<file path="src/rtl/dice_pkg.sv">
// Shared types and constants for the PE configuration controller.
package dice_pkg;

    typedef enum logic [1:0] {
        ST_IDLE  = 2'd0,
        ST_LOAD  = 2'd1,
        ST_ARMED = 2'd2,
        ST_RUN   = 2'd3
    } state_e;

    localparam int unsigned CFG_W       = 32;
    localparam int unsigned PKT_WORDS   = 3;
    localparam int unsigned OUT_SEL_BIT = 0;
    localparam int unsigned NSTEPS_LSB  = 8;
    localparam int unsigned NSTEPS_W    = 4;
    localparam int unsigned STEP_W      = 5;

    // Saturate a requested schedule depth at the instance maximum.
    function automatic logic [STEP_W-1:0] clamp_steps(input logic [NSTEPS_W-1:0] n,
                                                      input int unsigned max_steps);
        if (32'(n) > max_steps) begin
            return STEP_W'(max_steps);
        end
        return STEP_W'(n);
    endfunction

endpackage

</file>
<file path="src/rtl/dice_pe_ctrl.sv">
// Loads a 3-word configuration packet, then replays a per-cycle DFF schedule
// into one PE on start.
module dice_pe_ctrl
    import dice_pkg::*;
#(
    parameter int unsigned MAX_STEPS = 8
) (
    input  logic             clk,
    input  logic             rst_n,
    input  logic             cfg_valid,
    output logic             cfg_ready,
    input  logic [CFG_W-1:0] cfg_data,
    input  logic             start,
    output logic             busy,
    output logic             done,
    output logic [CFG_W-1:0] opcode,
    output logic             out_sel,
    output logic             dff_input_mode,
    output logic             dff_latch_enable
);

    localparam int unsigned SCHED_W = 2 * MAX_STEPS;

    state_e                state_q, state_d;
    logic [1:0]            wcnt_q, wcnt_d;
    logic [STEP_W-1:0]     step_q, step_d;
    logic [STEP_W-1:0]     nsteps_q, nsteps_d;
    logic [SCHED_W-1:0]    sched_q, sched_d;
    logic [CFG_W-1:0]      sh_op_q, sh_op_d;
    logic                  sh_out_sel_q, sh_out_sel_d;
    logic [NSTEPS_W-1:0]   sh_nsteps_q, sh_nsteps_d;
    logic [CFG_W-1:0]      opcode_q, opcode_d;
    logic                  out_sel_q, out_sel_d;
    logic                  done_q, done_d;
    logic                  im_q, im_d;

    logic                  cfg_fire_c;
    logic                  run_c;
    logic                  last_c;
    logic [1:0]            pair_c;

    assign run_c      = (state_q == ST_RUN);
    assign cfg_fire_c = cfg_valid && !run_c;
    assign pair_c     = 2'(sched_q >> {step_q, 1'b0});
    assign last_c     = (step_q == nsteps_q - STEP_W'(1));

    // State and configuration registers.
    always_ff @(posedge clk or negedge rst_n) begin
        if (!rst_n) begin
            state_q      <= ST_IDLE;
            wcnt_q       <= '0;
            step_q       <= '0;
            nsteps_q     <= '0;
            sched_q      <= '0;
            sh_op_q      <= '0;
            sh_out_sel_q <= 1'b0;
            sh_nsteps_q  <= '0;
            opcode_q     <= '0;
            out_sel_q    <= 1'b0;
            done_q       <= 1'b0;
            im_q         <= 1'b0;
        end else begin
            state_q      <= state_d;
            wcnt_q       <= wcnt_d;
            step_q       <= step_d;
            nsteps_q     <= nsteps_d;
            sched_q      <= sched_d;
            sh_op_q      <= sh_op_d;
            sh_out_sel_q <= sh_out_sel_d;
            sh_nsteps_q  <= sh_nsteps_d;
            opcode_q     <= opcode_d;
            out_sel_q    <= out_sel_d;
            done_q       <= done_d;
            im_q         <= im_d;
        end
    end

    // Next-state: packet loading, commit and schedule stepping.
    always_comb begin
        state_d      = state_q;
        wcnt_d       = wcnt_q;
        step_d       = step_q;
        nsteps_d     = nsteps_q;
        sched_d      = sched_q;
        sh_op_d      = sh_op_q;
        sh_out_sel_d = sh_out_sel_q;
        sh_nsteps_d  = sh_nsteps_q;
        opcode_d     = opcode_q;
        out_sel_d    = out_sel_q;
        done_d       = 1'b0;
        im_d         = im_q;

        case (state_q)
            ST_IDLE, ST_ARMED: begin
                // A new packet takes precedence over a coincident start.
                if (cfg_fire_c) begin
                    state_d = ST_LOAD;
                    sh_op_d = cfg_data;
                    wcnt_d  = 2'd1;
                end else if (state_q == ST_ARMED && start) begin
                    step_d = '0;
                    if (nsteps_q == '0) begin
                        done_d = 1'b1;
                    end else begin
                        state_d = ST_RUN;
                    end
                end
            end
            ST_LOAD: begin
                if (cfg_fire_c) begin
                    if (wcnt_q == 2'(PKT_WORDS - 1)) begin
                        state_d   = ST_ARMED;
                        wcnt_d    = '0;
                        opcode_d  = sh_op_q;
                        out_sel_d = sh_out_sel_q;
                        nsteps_d  = clamp_steps(sh_nsteps_q, MAX_STEPS);
                        sched_d   = cfg_data[SCHED_W-1:0];
                    end else begin
                        wcnt_d       = wcnt_q + 2'd1;
                        sh_out_sel_d = cfg_data[OUT_SEL_BIT];
                        sh_nsteps_d  = cfg_data[NSTEPS_LSB +: NSTEPS_W];
                    end
                end
            end
            ST_RUN: begin
                im_d = pair_c[0];
                if (last_c) begin
                    state_d = ST_ARMED;
                    step_d  = '0;
                    done_d  = 1'b1;
                end else begin
                    step_d = step_q + STEP_W'(1);
                end
            end
            default: begin
                state_d = ST_IDLE;
            end
        endcase
    end

    // DFF controls follow the current step live; input mode holds once the run ends.
    assign dff_latch_enable = run_c && pair_c[1];
    assign dff_input_mode   = run_c ? pair_c[0] : im_q;
    assign busy             = run_c;
    assign cfg_ready        = !run_c;
    assign done             = done_q;
    assign opcode           = opcode_q;
    assign out_sel          = out_sel_q;

endmodule

</file>
<file path="config.mk">
export PLATFORM = sky130hd
export DESIGN_NAME = dice_pe_ctrl
export DESIGN_NICKNAME = d
export VERILOG_FILES = /design/src/rtl/dice_pkg.sv /design/src/rtl/dice_pe_ctrl.sv
export SDC_FILE = /design/constraint.sdc
export NUM_CORES = 1
export LEC_CHECK = 0
export BUFFER_PORTS_ARGS = -buffer_cell sky130_fd_sc_hd__buf_4
export CORE_MARGIN = 5
export CORE_UTILIZATION = 50
export DETAILED_ROUTE_END_ITERATION = 16
export PLACE_DENSITY = 0.74
export SLEW_MARGIN = 20
export SYNTH_ARGS = -nofsm -noshare
export SYNTH_HDL_FRONTEND = slang
export SYNTH_SLANG_ARGS = --single-unit
</file>
<file path="constraint.sdc">
create_clock -name clk -period 1.95 [get_ports clk]
set_input_delay 0.195 -clock clk [delete_from_list [all_inputs] [get_ports clk]]
set_output_delay 0.195 -clock clk [all_outputs]
set_load 0.005 [all_outputs]
</file>
==> impl_metrics.tcl <==
set metrics [dict create \
    status "finished, violations left" \
    violations "negative setup slack" \
    power_mw 7.97 \
    finClkSkew_ns 0.00677 \
    clk_pin_slew_ns 0.10 \
    max_stage_delay_ns 0.49 \
    dp.cells 459 \
    maxSlewViolCount 0 \
    cts_tree "done" \
    multi_input_area_sq_mm 0.00160 \
    ys_seq_area_frac 0.599 \
    nets 406 \
    fin_crit_sh 1.04 \
    reg2reg_depth 8 \
    dp_hpwl_microns 5790 \
    worstMarginPinSlew_ns 0.576 \
    synthArstFlopShare 1.00 \
    grt_usage 0.168 \
    crit_chain "buf_12 > mux4_2 > mux2i_1 > nor4_1 > buf_4" \
    place_ws_ns -0.00330 \
    clock-root-buffer "clkbuf_8" \
    syn_inst 280 \
    cp_num_buf_inv 2 \
    critPathKind "register to output pin" \
    cts_made_buffers 9 \
    synth.avg_cell_area_sq_um 15.1 \
    start_kind "register" \
    synth_seq_cells 101 \
    r2r_end "step_q[4]" \
    powerDensity_mw_per_mm2 1530 \
    core_sq_mm 0.00822 \
    final_layout_size_suffix_gt1_frac 0.515 \
    clock-sinks 101 \
    grt_start_max_net_pins 42 \
    ys_warn_count 0 \
    power_leakage_nw 2.36 \
    crit_arrival_ns 1.84 \
    final_hold_viol_count 0 \
    critical_path_cell_count 5 \
    synthFlopType "dfrtp_1" \
    hold_start "cfg_data[6]" \
    worstSetupEndpoint "dff_latch_enable" \
    critical_path.top_delay_family "multiplexers" \
    crit_fanout 5 \
    syn_nets 318 \
    fin_crit_ns 2.03 \
    nFillCells 645 \
    yosysUniqueCellTypes 39 \
    ff_latch_area_sq_mm 0.00253 \
    fmax_mhz 492 \
    cap_violations 0 \
    worstReg2RegStart "nsteps_q[0]" \
    drtIter0Drc 82 \
    place_area_sq_mm 0.00496 \
    diodes 0 \
    fin_area_sq_mm 0.00520 \
    setup_ws_ns -0.0818 \
    synth_area_sq_mm 0.00422 \
    num_vias 2552 \
    rsz0062_at_grt "true" \
    grt_pass1_wl_microns 13500 \
    grt_pass1_vias 2723 \
    viasPerCell 5.34 \
    die_x_microns 102 \
    worstSetupStartpoint "step_q[0]" \
    max-clock-path-buffers 2 \
    gp_congestion 0.805 \
    ios 74 \
    drt_wl_total_microns 8060 \
    min_path_type "primary input to register" \
    drtAntennaViolNets 0 \
    area_delta_synth_final_pct 23.4 \
    antenna_found_initial 0 \
    num_rows 33 \
    rrSetupSlack_ns 0.06 \
    dr.pass1.iters 4 \
    relSlewSlack 0.612 \
    required_ns 1.75 \
    final-setup-viol-count 2 \
    gr-total-overflow 0 \
    io_buffers 73 \
    stdcell_count 478 \
    dieArea_sq_mm 0.0104 \
    start_util 0.513 \
    synth_edf_count 0 \
    cp_slowest_cell "mux4_2" \
    end_kind "output pin" \
    clock_latency_ns 0.35 \
    drt_drc_violations_left 0 \
    cts_htree_levels 3 \
    ir_drop_mv 0.730 \
    die_h_microns 102 \
    wl_per_cell_microns 16.9 \
]
[kinds of logic after synthesis]
kind of cell,after synthesis,synth area share
flip-flops,101,0.599
multiplexers,95,0.264
AND/OR/NAND/NOR,31,0.0410
buffers and inverters,23,0.0326
AO/OA/AOI/OAI,21,0.0410
XOR/XNOR,7,0.0163
adder cells (fa/ha/maj),2,0.00593
[flip-flops by register name, summed over array words and instances (netlist names), 2 cells and up]
signal,count
step_q,5
sh_nsteps_q,4
sh_op_q,32
nsteps_q,4
state_q,2
wcnt_q,2
sched_q,16
opcode,32
[worst register-to-register path, delay by kind of cell (launching register included)]
family          cells  cell delay [ns]
flops               1             0.41
compound gates      3             0.61
buf+inv             2             0.26
fa+ha+maj           1             0.17
mux                 1             0.29
simple gates        1             0.05
[through the flow]
step | setup TNS [ns] | utilization | hold WS, ns
finish | -0.155 | 0.633 | 0.0611
global route | -0.312 | 0.633 | 0.0455
CTS | -0.142 | 0.630 | 0.0430
detailed placement | -0.00330 | 0.604 | 0.132
global placement | 0 | 0.604 | 0.133
floorplan | 0 | - | -0.101
[routing by layer]
| metal | up-vias | share of wire | GRT usage | wire, microns |
|---|---|---|---|---|
| met5 | - | 0 | 0 | 0 |
| met3 | 7 | 0.039 | 0.0259 | 315 |
| met4 | 0 | 0.013 | 0.0666 | 101 |
| met1 | 1313 | 0.44 | 0.228 | 3520 |
| li1 | 1173 | - | - | - |
| met2 | 59 | 0.51 | 0.276 | 4120 |
[synth_stat cells (all sizes together) (2+ instances only)]
cell type / number / area (sq um)
mux2: 89 / 1000
inv: 8 / 30.0
nor2: 6 / 22.5
nand3b: 3 / 22.5
mux2i: 2 / 20.0
nor3: 2 / 26.3
a2111oi: 2 / 36.3
dfrtp: 101 / 2530
a21oi: 2 / 13.8
nand2: 9 / 33.8
o21ai: 7 / 35.0
ha: 2 / 25.0
buf: 13 / 100
nor2b: 3 / 18.8
xnor2: 6 / 60.1
mux4: 4 / 90.1
nand3: 3 / 15.0
clkbuf: 2 / 7.51
a22o: 3 / 26.3
[cells in the final DEF, fill, tap and decap left out, drive strengths merged, types with 2 or more instances in the layout]
master	synthesis	routed
nor2	6	6
dfrtp	101	101
a22o	3	3
clkinvlp	0	2
nand3b	3	3
mux4	4	4
nand2	9	9
o21ai	7	7
nor2b	3	3
a21oi	2	2
inv	8	10
buf	13	91
a2111oi	2	2
mux2i	2	2
xnor2	6	6
mux2	89	89
nand3	3	3
clkbuf	2	11
ha	2	2
nor3	2	2
[worst min path at each step]
stage / endpoint / slack (ns) / cells past startpoint
floorplan: done / -0.10 / 0
global placement: opcode[1] / 0.13 / 1
detailed placement: opcode[1] / 0.13 / 1
CTS: sh_op_q[31] / 0.04 / 2
global route: sched_q[6] / 0.05 / 2
finish: sched_q[6] / 0.06 / 2
[where the power goes]
group | total (mW) | switching [mW] | internal (mW)
Sequential | 3.68 | 0.588 | 3.09
Combinational | 3.06 | 1.19 | 1.87
Clock | 1.24 | 0.723 | 0.516
[final cells by class]
cell class	count	area share
sequential	101	0.486
multi-input combinational	156	0.307
timing repair buffer	92	0.140
clock buffer	11	0.0272
tap	105	0.0253
clock inverter	5	0.00842
inverter	8	0.00577
[timing repair]
action,CTS,global route
endpoints found under the hold margin,25,0
endpoints found under the setup margin,3,6
hold buffers,1,0
buffers inserted,1,1
cloned,0,0
pin swaps,1,3
gates resized for setup,2,6
Power figures use the tool's default switching activity.
